==> config.mk <==
export PLATFORM = sky130hd
export DESIGN_NAME = id_ex_operand_stage_flat
export DESIGN_NICKNAME = d
export VERILOG_FILES = /design/src/rtl/id_ex_operand_stage_pkg.sv /design/src/rtl/id_ex_operand_stage_if.sv /design/src/rtl/id_ex_operand_stage_fwd_mux.sv /design/src/rtl/id_ex_operand_stage.sv /design/src/flat_wrapper.sv
export SDC_FILE = /design/constraint.sdc
export NUM_CORES = 1
export LEC_CHECK = 0
export ABC_CLOCK_PERIOD_IN_PS = 5900
export CORE_AREA = 2 2 154 156
export DETAILED_ROUTE_END_ITERATION = 10
export DIE_AREA = 0 0 156 158
export GPL_TIMING_DRIVEN = 1
export PLACE_DENSITY = 0.75
export SLEW_MARGIN = 20
export SYNTH_ARGS = -nofsm -noshare
export SYNTH_HDL_FRONTEND = slang
export SYNTH_SLANG_ARGS = --single-unit
==> constraint.sdc <==
create_clock -name CLK -period 5.9 [get_ports CLK]
set_clock_uncertainty 0.2 [all_clocks]
set_input_delay 0.59 -clock CLK [delete_from_list [all_inputs] [get_ports CLK]]
set_output_delay 0.59 -clock CLK [all_outputs]
set_load 0.02 [all_outputs]
==> src/rtl/id_ex_operand_stage_pkg.sv <==
// Shared RV32IM definitions: ALU select codes and the ID/EX bubble control word.
package rv32_pkg;

    localparam logic [4:0] ALU_ADD    = 5'd0;
    localparam logic [4:0] ALU_SUB    = 5'd1;
    localparam logic [4:0] ALU_AND    = 5'd2;
    localparam logic [4:0] ALU_OR     = 5'd3;
    localparam logic [4:0] ALU_XOR    = 5'd4;
    localparam logic [4:0] ALU_SLL    = 5'd5;
    localparam logic [4:0] ALU_SRL    = 5'd6;
    localparam logic [4:0] ALU_SRA    = 5'd7;
    localparam logic [4:0] ALU_MUL    = 5'd8;
    localparam logic [4:0] ALU_MULH   = 5'd9;
    localparam logic [4:0] ALU_MULHU  = 5'd10;
    localparam logic [4:0] ALU_MULHSU = 5'd11;
    localparam logic [4:0] ALU_DIV    = 5'd12;
    localparam logic [4:0] ALU_DIVU   = 5'd13;
    localparam logic [4:0] ALU_REM    = 5'd14;
    localparam logic [4:0] ALU_REMU   = 5'd15;
    localparam logic [4:0] ALU_SLT    = 5'd16;
    localparam logic [4:0] ALU_SLTU   = 5'd17;

    typedef struct packed {
        logic       reg_write;
        logic       mem_read;
        logic       mem_write;
        logic [4:0] rd;
        logic [4:0] alu_sel;
    } ex_ctrl_t;

    // A bubble must never write anything back or touch memory.
    localparam ex_ctrl_t BUBBLE_CTRL = '{
        reg_write: 1'b0,
        mem_read:  1'b0,
        mem_write: 1'b0,
        rd:        5'd0,
        alu_sel:   ALU_ADD
    };

endpackage

==> src/rtl/id_ex_operand_stage_if.sv <==
// Decode-side, forwarding-side and EX-side signals of the ID/EX operand stage.
interface id_ex_operand_stage_if #(
    parameter int XLEN        = 32,
    parameter int STALL_CNT_W = 16
);
    logic             id_valid;
    logic [XLEN-1:0]  id_pc;
    logic [XLEN-1:0]  id_rs1_data;
    logic [XLEN-1:0]  id_rs2_data;
    logic [XLEN-1:0]  id_imm;
    logic [4:0]       id_rs1;
    logic [4:0]       id_rs2;
    logic [4:0]       id_rd;
    logic [4:0]       id_alu_sel;
    logic             id_alu_src;
    logic             id_pc_src;
    logic             id_reg_write;
    logic             id_mem_read;
    logic             id_mem_write;
    logic [2:0]       id_funct3;
    logic             flush;
    logic             exmem_reg_write;
    logic [4:0]       exmem_rd;
    logic [XLEN-1:0]  exmem_result;
    logic             memwb_reg_write;
    logic [4:0]       memwb_rd;
    logic [XLEN-1:0]  memwb_result;

    logic             stall;
    logic             ex_valid;
    logic [XLEN-1:0]  ex_data1;
    logic [XLEN-1:0]  ex_data2;
    logic [4:0]       ex_alu_sel;
    logic [XLEN-1:0]  ex_store_data;
    logic [XLEN-1:0]  ex_pc;
    logic [4:0]       ex_rd;
    logic [2:0]       ex_funct3;
    logic             ex_reg_write;
    logic             ex_mem_read;
    logic             ex_mem_write;
    logic [STALL_CNT_W-1:0] stall_cnt;

    modport master (
        output id_valid, id_pc, id_rs1_data, id_rs2_data, id_imm, id_rs1, id_rs2, id_rd,
               id_alu_sel, id_alu_src, id_pc_src, id_reg_write, id_mem_read, id_mem_write,
               id_funct3, flush, exmem_reg_write, exmem_rd, exmem_result,
               memwb_reg_write, memwb_rd, memwb_result,
        input  stall, ex_valid, ex_data1, ex_data2, ex_alu_sel, ex_store_data, ex_pc, ex_rd,
               ex_funct3, ex_reg_write, ex_mem_read, ex_mem_write, stall_cnt
    );

    modport slave (
        input  id_valid, id_pc, id_rs1_data, id_rs2_data, id_imm, id_rs1, id_rs2, id_rd,
               id_alu_sel, id_alu_src, id_pc_src, id_reg_write, id_mem_read, id_mem_write,
               id_funct3, flush, exmem_reg_write, exmem_rd, exmem_result,
               memwb_reg_write, memwb_rd, memwb_result,
        output stall, ex_valid, ex_data1, ex_data2, ex_alu_sel, ex_store_data, ex_pc, ex_rd,
               ex_funct3, ex_reg_write, ex_mem_read, ex_mem_write, stall_cnt
    );

endinterface

==> src/rtl/id_ex_operand_stage_fwd_mux.sv <==
// Per-operand forwarding select: EX/MEM beats MEM/WB, x0 is never forwarded.
module fwd_mux #(
    parameter int XLEN = 32
) (
    input  logic [4:0]      rs,
    input  logic [XLEN-1:0] reg_data,
    input  logic            exmem_reg_write,
    input  logic [4:0]      exmem_rd,
    input  logic [XLEN-1:0] exmem_result,
    input  logic            memwb_reg_write,
    input  logic [4:0]      memwb_rd,
    input  logic [XLEN-1:0] memwb_result,
    output logic [XLEN-1:0] data
);

    logic exmem_hit;
    logic memwb_hit;

    assign exmem_hit = exmem_reg_write && (exmem_rd != 5'd0) && (exmem_rd == rs);
    assign memwb_hit = memwb_reg_write && (memwb_rd != 5'd0) && (memwb_rd == rs);

    always_comb begin
        if (exmem_hit) begin
            data = exmem_result;
        end else if (memwb_hit) begin
            data = memwb_result;
        end else begin
            data = reg_data;
        end
    end

endmodule

==> src/rtl/id_ex_operand_stage.sv <==
// ID/EX pipeline register with load-use stall detection and EX/MEM, MEM/WB operand forwarding.
module id_ex_operand_stage
    import rv32_pkg::*;
#(
    parameter int XLEN        = 32,
    parameter int STALL_CNT_W = 16
) (
    input  logic CLK,
    input  logic RESETN,
    id_ex_operand_stage_if.slave bus
);

    logic                   ex_valid;
    logic [XLEN-1:0]        ex_pc;
    logic [XLEN-1:0]        ex_rs1_data;
    logic [XLEN-1:0]        ex_rs2_data;
    logic [XLEN-1:0]        ex_imm;
    logic [4:0]             ex_rs1;
    logic [4:0]             ex_rs2;
    logic                   ex_alu_src;
    logic                   ex_pc_src;
    logic [2:0]             ex_funct3;
    ex_ctrl_t               ex_ctrl;
    logic [STALL_CNT_W-1:0] stall_cnt;
    logic                   stall;
    logic                   load_bubble;
    logic [XLEN-1:0]        rs1_fwd;
    logic [XLEN-1:0]        rs2_fwd;

    // rs2 is compared even for instructions that ignore it; one spare stall is cheaper than decoding usage.
    assign stall = bus.id_valid && ex_valid && ex_ctrl.mem_read && (ex_ctrl.rd != 5'd0)
                && ((ex_ctrl.rd == bus.id_rs1) || (ex_ctrl.rd == bus.id_rs2)) && !bus.flush;

    assign load_bubble = bus.flush || stall || !bus.id_valid;

    always_ff @(posedge CLK or negedge RESETN) begin
        if (!RESETN) begin
            ex_valid    <= 1'b0;
            ex_pc       <= '0;
            ex_rs1_data <= '0;
            ex_rs2_data <= '0;
            ex_imm      <= '0;
            ex_rs1      <= 5'd0;
            ex_rs2      <= 5'd0;
            ex_alu_src  <= 1'b0;
            ex_pc_src   <= 1'b0;
            ex_funct3   <= 3'd0;
            ex_ctrl     <= '0;
        end else if (load_bubble) begin
            ex_valid    <= 1'b0;
            ex_pc       <= '0;
            ex_rs1_data <= '0;
            ex_rs2_data <= '0;
            ex_imm      <= '0;
            ex_rs1      <= 5'd0;
            ex_rs2      <= 5'd0;
            ex_alu_src  <= 1'b0;
            ex_pc_src   <= 1'b0;
            ex_funct3   <= 3'd0;
            ex_ctrl     <= BUBBLE_CTRL;
        end else begin
            ex_valid          <= 1'b1;
            ex_pc             <= bus.id_pc;
            ex_rs1_data       <= bus.id_rs1_data;
            ex_rs2_data       <= bus.id_rs2_data;
            ex_imm            <= bus.id_imm;
            ex_rs1            <= bus.id_rs1;
            ex_rs2            <= bus.id_rs2;
            ex_alu_src        <= bus.id_alu_src;
            ex_pc_src         <= bus.id_pc_src;
            ex_funct3         <= bus.id_funct3;
            ex_ctrl.reg_write <= bus.id_reg_write;
            ex_ctrl.mem_read  <= bus.id_mem_read;
            ex_ctrl.mem_write <= bus.id_mem_write;
            ex_ctrl.rd        <= bus.id_rd;
            ex_ctrl.alu_sel   <= bus.id_alu_sel;
        end
    end

    always_ff @(posedge CLK or negedge RESETN) begin
        if (!RESETN) begin
            stall_cnt <= '0;
        end else if (stall && (stall_cnt != '1)) begin
            stall_cnt <= stall_cnt + 1'b1;
        end
    end

    fwd_mux #(.XLEN(XLEN)) u_fwd_rs1 (
        .rs              (ex_rs1),
        .reg_data        (ex_rs1_data),
        .exmem_reg_write (bus.exmem_reg_write),
        .exmem_rd        (bus.exmem_rd),
        .exmem_result    (bus.exmem_result),
        .memwb_reg_write (bus.memwb_reg_write),
        .memwb_rd        (bus.memwb_rd),
        .memwb_result    (bus.memwb_result),
        .data            (rs1_fwd)
    );

    fwd_mux #(.XLEN(XLEN)) u_fwd_rs2 (
        .rs              (ex_rs2),
        .reg_data        (ex_rs2_data),
        .exmem_reg_write (bus.exmem_reg_write),
        .exmem_rd        (bus.exmem_rd),
        .exmem_result    (bus.exmem_result),
        .memwb_reg_write (bus.memwb_reg_write),
        .memwb_rd        (bus.memwb_rd),
        .memwb_result    (bus.memwb_result),
        .data            (rs2_fwd)
    );

    assign bus.stall         = stall;
    assign bus.ex_valid      = ex_valid;
    assign bus.ex_data1      = ex_pc_src  ? ex_pc  : rs1_fwd;
    assign bus.ex_data2      = ex_alu_src ? ex_imm : rs2_fwd;
    assign bus.ex_store_data = rs2_fwd;
    assign bus.ex_alu_sel    = ex_ctrl.alu_sel;
    assign bus.ex_pc         = ex_pc;
    assign bus.ex_rd         = ex_ctrl.rd;
    assign bus.ex_funct3     = ex_funct3;
    assign bus.ex_reg_write  = ex_ctrl.reg_write;
    assign bus.ex_mem_read   = ex_ctrl.mem_read;
    assign bus.ex_mem_write  = ex_ctrl.mem_write;
    assign bus.stall_cnt     = stall_cnt;

endmodule

==> src/flat_wrapper.sv <==
// flat-port wrapper written by rule: the top's interface ports become plain ports
module id_ex_operand_stage_flat import rv32_pkg::*;
#(
    parameter int XLEN        = 32,
    parameter int STALL_CNT_W = 16
)
  (CLK, RESETN, bus_id_valid, bus_id_pc, bus_id_rs1_data, bus_id_rs2_data, bus_id_imm, bus_id_rs1, bus_id_rs2, bus_id_rd, bus_id_alu_sel, bus_id_alu_src, bus_id_pc_src, bus_id_reg_write, bus_id_mem_read, bus_id_mem_write, bus_id_funct3, bus_flush, bus_exmem_reg_write, bus_exmem_rd, bus_exmem_result, bus_memwb_reg_write, bus_memwb_rd, bus_memwb_result, bus_stall, bus_ex_valid, bus_ex_data1, bus_ex_data2, bus_ex_alu_sel, bus_ex_store_data, bus_ex_pc, bus_ex_rd, bus_ex_funct3, bus_ex_reg_write, bus_ex_mem_read, bus_ex_mem_write, bus_stall_cnt);
  id_ex_operand_stage_if #(.XLEN(XLEN), .STALL_CNT_W(STALL_CNT_W)) bus_i ();
  input  logic CLK;
  input  logic RESETN;
  input wire logic [$bits(bus_i.id_valid)-1:0] bus_id_valid;
  input wire logic [$bits(bus_i.id_pc)-1:0] bus_id_pc;
  input wire logic [$bits(bus_i.id_rs1_data)-1:0] bus_id_rs1_data;
  input wire logic [$bits(bus_i.id_rs2_data)-1:0] bus_id_rs2_data;
  input wire logic [$bits(bus_i.id_imm)-1:0] bus_id_imm;
  input wire logic [$bits(bus_i.id_rs1)-1:0] bus_id_rs1;
  input wire logic [$bits(bus_i.id_rs2)-1:0] bus_id_rs2;
  input wire logic [$bits(bus_i.id_rd)-1:0] bus_id_rd;
  input wire logic [$bits(bus_i.id_alu_sel)-1:0] bus_id_alu_sel;
  input wire logic [$bits(bus_i.id_alu_src)-1:0] bus_id_alu_src;
  input wire logic [$bits(bus_i.id_pc_src)-1:0] bus_id_pc_src;
  input wire logic [$bits(bus_i.id_reg_write)-1:0] bus_id_reg_write;
  input wire logic [$bits(bus_i.id_mem_read)-1:0] bus_id_mem_read;
  input wire logic [$bits(bus_i.id_mem_write)-1:0] bus_id_mem_write;
  input wire logic [$bits(bus_i.id_funct3)-1:0] bus_id_funct3;
  input wire logic [$bits(bus_i.flush)-1:0] bus_flush;
  input wire logic [$bits(bus_i.exmem_reg_write)-1:0] bus_exmem_reg_write;
  input wire logic [$bits(bus_i.exmem_rd)-1:0] bus_exmem_rd;
  input wire logic [$bits(bus_i.exmem_result)-1:0] bus_exmem_result;
  input wire logic [$bits(bus_i.memwb_reg_write)-1:0] bus_memwb_reg_write;
  input wire logic [$bits(bus_i.memwb_rd)-1:0] bus_memwb_rd;
  input wire logic [$bits(bus_i.memwb_result)-1:0] bus_memwb_result;
  output wire logic [$bits(bus_i.stall)-1:0] bus_stall;
  output wire logic [$bits(bus_i.ex_valid)-1:0] bus_ex_valid;
  output wire logic [$bits(bus_i.ex_data1)-1:0] bus_ex_data1;
  output wire logic [$bits(bus_i.ex_data2)-1:0] bus_ex_data2;
  output wire logic [$bits(bus_i.ex_alu_sel)-1:0] bus_ex_alu_sel;
  output wire logic [$bits(bus_i.ex_store_data)-1:0] bus_ex_store_data;
  output wire logic [$bits(bus_i.ex_pc)-1:0] bus_ex_pc;
  output wire logic [$bits(bus_i.ex_rd)-1:0] bus_ex_rd;
  output wire logic [$bits(bus_i.ex_funct3)-1:0] bus_ex_funct3;
  output wire logic [$bits(bus_i.ex_reg_write)-1:0] bus_ex_reg_write;
  output wire logic [$bits(bus_i.ex_mem_read)-1:0] bus_ex_mem_read;
  output wire logic [$bits(bus_i.ex_mem_write)-1:0] bus_ex_mem_write;
  output wire logic [$bits(bus_i.stall_cnt)-1:0] bus_stall_cnt;
  assign bus_i.id_valid = bus_id_valid;
  assign bus_i.id_pc = bus_id_pc;
  assign bus_i.id_rs1_data = bus_id_rs1_data;
  assign bus_i.id_rs2_data = bus_id_rs2_data;
  assign bus_i.id_imm = bus_id_imm;
  assign bus_i.id_rs1 = bus_id_rs1;
  assign bus_i.id_rs2 = bus_id_rs2;
  assign bus_i.id_rd = bus_id_rd;
  assign bus_i.id_alu_sel = bus_id_alu_sel;
  assign bus_i.id_alu_src = bus_id_alu_src;
  assign bus_i.id_pc_src = bus_id_pc_src;
  assign bus_i.id_reg_write = bus_id_reg_write;
  assign bus_i.id_mem_read = bus_id_mem_read;
  assign bus_i.id_mem_write = bus_id_mem_write;
  assign bus_i.id_funct3 = bus_id_funct3;
  assign bus_i.flush = bus_flush;
  assign bus_i.exmem_reg_write = bus_exmem_reg_write;
  assign bus_i.exmem_rd = bus_exmem_rd;
  assign bus_i.exmem_result = bus_exmem_result;
  assign bus_i.memwb_reg_write = bus_memwb_reg_write;
  assign bus_i.memwb_rd = bus_memwb_rd;
  assign bus_i.memwb_result = bus_memwb_result;
  assign bus_stall = bus_i.stall;
  assign bus_ex_valid = bus_i.ex_valid;
  assign bus_ex_data1 = bus_i.ex_data1;
  assign bus_ex_data2 = bus_i.ex_data2;
  assign bus_ex_alu_sel = bus_i.ex_alu_sel;
  assign bus_ex_store_data = bus_i.ex_store_data;
  assign bus_ex_pc = bus_i.ex_pc;
  assign bus_ex_rd = bus_i.ex_rd;
  assign bus_ex_funct3 = bus_i.ex_funct3;
  assign bus_ex_reg_write = bus_i.ex_reg_write;
  assign bus_ex_mem_read = bus_i.ex_mem_read;
  assign bus_ex_mem_write = bus_i.ex_mem_write;
  assign bus_stall_cnt = bus_i.stall_cnt;
  id_ex_operand_stage #(.XLEN(XLEN), .STALL_CNT_W(STALL_CNT_W)) u_core (.CLK(CLK), .RESETN(RESETN), .bus(bus_i));
endmodule
==> run_results.csv <==
group,metric,value,unit
clock_network,cts_tree,"done",
synth,synth-seq-cells,173,
power_and_ir_drop,combinationalPowerShare,19.7,%
min_path,holdCritStartpoint,"u_core.bus.stall_cnt[15]",
job,max_cap_viol_count,0,
global_route,gr-total-overflow,0,
clock_network,clockBufferDepth,2,
floorplan,io_pins,398,
synth,syn_area,8510,um2
critical_path,critical_path_class,"in2out",
finish,num-fill-cells,1997,
critical_path,crit_slowest_cell,"or2_2",
power_and_ir_drop,sw_frac_of_total,28.5,%
global_route,grt_pass1_vias,7961,
timing,setup-tns-final,0,ns
finish,regArea,4330,um2
finish,final_cell_mix,"clkdlybuf4s50_1, dfrtp_1, and2_1, nor2_1, inv_1",
timing,hold_violations,0,
critical_path,r2r_start,"u_core.bus.ex_rd[0]",
floorplan,core_area,23100,um2
synth,async_reset_ff_share,100,%
detailed_routing,via_count,7744,
power_and_ir_drop,p_per_area,222,nW/um2
timing,period_minus_slack,4.73,ns
detailed_routing,drt.antenna.violating_nets,0,
clock_network,clk_pin_slew,0.08,ns
finish,layout_commonest_cell,"clkdlybuf4s50_1",
detailed_routing,wl,30.4,mm
global_route,antenna_found_initial,0,
detailed_routing,via_per_inst,5.16,
synth,avgSynthCellArea,10.2,um2
power_and_ir_drop,p_switching,837,uW
clock_network,clock_latency,0.43,ns
critical_path,cp_max_fo,32,
synth,ys_types,39,
finish,area_growth,55.6,%
critical_path,arrival,3.94,ns
power_and_ir_drop,seq_power_share,42.7,%
detailed_routing,drt_pass1_iterations,7,
floorplan,initial_utilization,36.9,%
clock_network,root_buffer,"clkbuf_16",
global_route,grt_pass1_wl,44.9,mm
critical_path,worstReg2RegEnd,"u_core.bus.ex_pc[8]",
clock_network,cts_buffers,17,
critical_path,r2r_cells,5,
synth,yosysSeqAreaShare,50.9,%
placed_design,io_buffers,397,
timing,period_share,80.2,%
finish,drive_gt1_share,5.61,%
placed_design,post-dp-hpwl,21.1,mm
synth,netlist_instances,831,
detailed_routing,wire_per_inst,20.2,um
clock_network,cts_setup_buffers,0,
floorplan,die-area,24600,um2
timing,max_freq,211,MHz
critical_path,crit_required,5.11,ns
critical_path,cp_num_buf_inv,2,
power_and_ir_drop,p_leak,0.00563,uW
global_route,grt_max_degree,84,
min_path,min_path_cells,1,
finish,num_antenna_cells,0,
clock_network,clock_sinks,173,
critical_path,crit_path_start,"bus_exmem_rd[3]",
critical_path,end_kind,"output pin",
timing,setup_viol,0,
placed_design,pre_cts_slack,1.19,ns
synth,synth_warnings,0,
clock_network,cts-resized-gates,0,
critical_path,crit_family,"simple AND/OR/NAND/NOR gates",
detailed_routing,drt-initial-drc-count,704,
global_route,grt.total_usage,24.1,%
min_path,worstHoldEndpoint,"u_core.bus.stall_cnt[15]",
power_and_ir_drop,p_clk_share,37.7,%
floorplan,row_count,56,
min_path,hold_class,"reg2reg",
critical_path,critPathMaxStageDelay,0.77,ns
detailed_routing,drc,0,
finish,multi_input_area,3690,um2
placed_design,gp_congestion,0.853,
synth,synth_edf_count,0,
status,run_status,"completed",
floorplan,die-height,158,um
critical_path,ff2ff_setup_slack,3.19,ns
finish,nets,1436,
placed_design,placed_cells,1469,
timing,tightest_slew,1.08,ns
timing,worst_slack,1.17,ns
clock_network,htreeDepth,4,
critical_path,cp_common_cell,"clkdlybuf4s50_1",
synth,ys.flop_type,"dfrtp_1",
timing,grt_setup_unrepaired,"no",
synth,syn_nets,1068,
floorplan,die_x,156,um
power_and_ir_drop,vdd_drop_max,0.155,mV
finish,finalNonFillerCells,1502,
power_and_ir_drop,intPower,2100,uW
timing,slew_viol_final,0,
critical_path,crit_chain,"clkdlybuf4s50_1 -> or4_1 -> o211ai_1 -> or2_2 -> nor2_1 -> o31ai_1 -> clkdlybuf4s50_1",
critical_path,start_kind,"input pin",
timing,slew_headroom,27.6,%
## Yosys cell counts (all sizes together) (2+ instances only)
library cell	n	area [um2]
xnor2	34	298
mux2i	32	320
or4	4	30.0
nor4	3	18.8
and3	32	200
and4	3	26.3
a221oi	38	402
or2	2	12.5
a222oi	26	260
nor3	7	35.0
inv	60	225
clkbuf	36	150
dfrtp	173	4330
and2	157	982
nand3	15	80.1
xor2	11	96.3
nor2b	7	43.8
nand2	43	161
o31ai	32	240
nand4	9	56.3
nor2	74	278
buf	23	169
## state kept, by name, indices dropped and copies added, names as in the netlist
name / count
u_core.ex_alu_src: 1
u_core.bus.ex_reg_write: 1
u_core.bus.ex_alu_sel: 5
u_core.ex_rs2: 5
u_core.ex_imm: 32
u_core.bus.ex_mem_write: 1
u_core.bus.ex_pc: 32
u_core.ex_rs1: 5
u_core.bus.ex_rd: 5
u_core.bus.stall_cnt: 16
u_core.ex_rs1_data: 32
u_core.ex_pc_src: 1
u_core.bus.ex_valid: 1
u_core.bus.ex_mem_read: 1
u_core.bus.ex_funct3: 3
u_core.ex_rs2_data: 32
## logic make-up after synthesis
kind of cell,synth area share (%)
AND/OR/NAND/NOR,22.8
XOR/XNOR,4.63
flip-flops,50.9
buffers and inverters,6.39
adder cells (fa/ha/maj),0.147
AO/OA/AOI/OAI,11.3
multiplexers,3.90
## area by class of cell
type | instances | share of cell area [%]
timing repair buffer | 408 | 30.7
clock buffer | 17 | 3.21
clock inverter | 15 | 1.13
inverter | 60 | 1.70
sequential | 173 | 32.7
tap | 290 | 2.74
multi-input combinational | 539 | 27.8
## metrics by stage
stage               hold slack (ns)  total power, uW  area [um2]  util [%]
floorplan                    0.0944             1500        8510         -
global placement              0.286             1850       12700      54.9
detailed placement            0.294             1850       12700      54.9
CTS                           0.304             2980       13200      57.4
global route                  0.339             3060       13200      57.4
finish                        0.301             2940       13200      57.4
## how the worst max path moves through the flow
| stage | end | slack (ns) | cells after the start |
|---|---|---|---|
| detailed placement | bus_ex_data2[2] | 1.19 | 7 |
| floorplan | bus_ex_data1[10] | 2.52 | 8 |
| CTS | bus_ex_data2[2] | 1.17 | 7 |
| global placement | bus_ex_data2[2] | 1.23 | 7 |
| finish | bus_ex_data2[2] | 1.17 | 7 |
| global route | bus_ex_data2[2] | 1.03 | 7 |
## power by group through the flow
stage                     registers (uW)  logic [uW]  clock network, uW
after floorplan                     1280         214                  0
after global placement              1280         573                  0
after detailed placement            1280         576                  0
after CTS                           1250         580               1140
after global routing                1260         616               1190
final                               1250         577               1110
## worst register-to-register path, cell delays in order (launching register included)
cell	delay [ns]
dfrtp_1	0.46
or4_1	0.56
or2_1	0.27
a41oi_4	0.23
buf_4	0.58
and2_1	0.33
## metal layers
layer	part of all wire, %	wire, um	track usage (%)
met5	0	0	0
met4	2.2	670	8.43
met3	7.3	2230	5.78
met2	50	15300	41.6
met1	40	12200	29.7
## timing repair
action | CTS | global route
hold buffers | 1 | 0
endpoints found under the hold margin | 64 | 0
endpoints found under the setup margin | 0 | 0
Power figures use the tool's default switching activity.
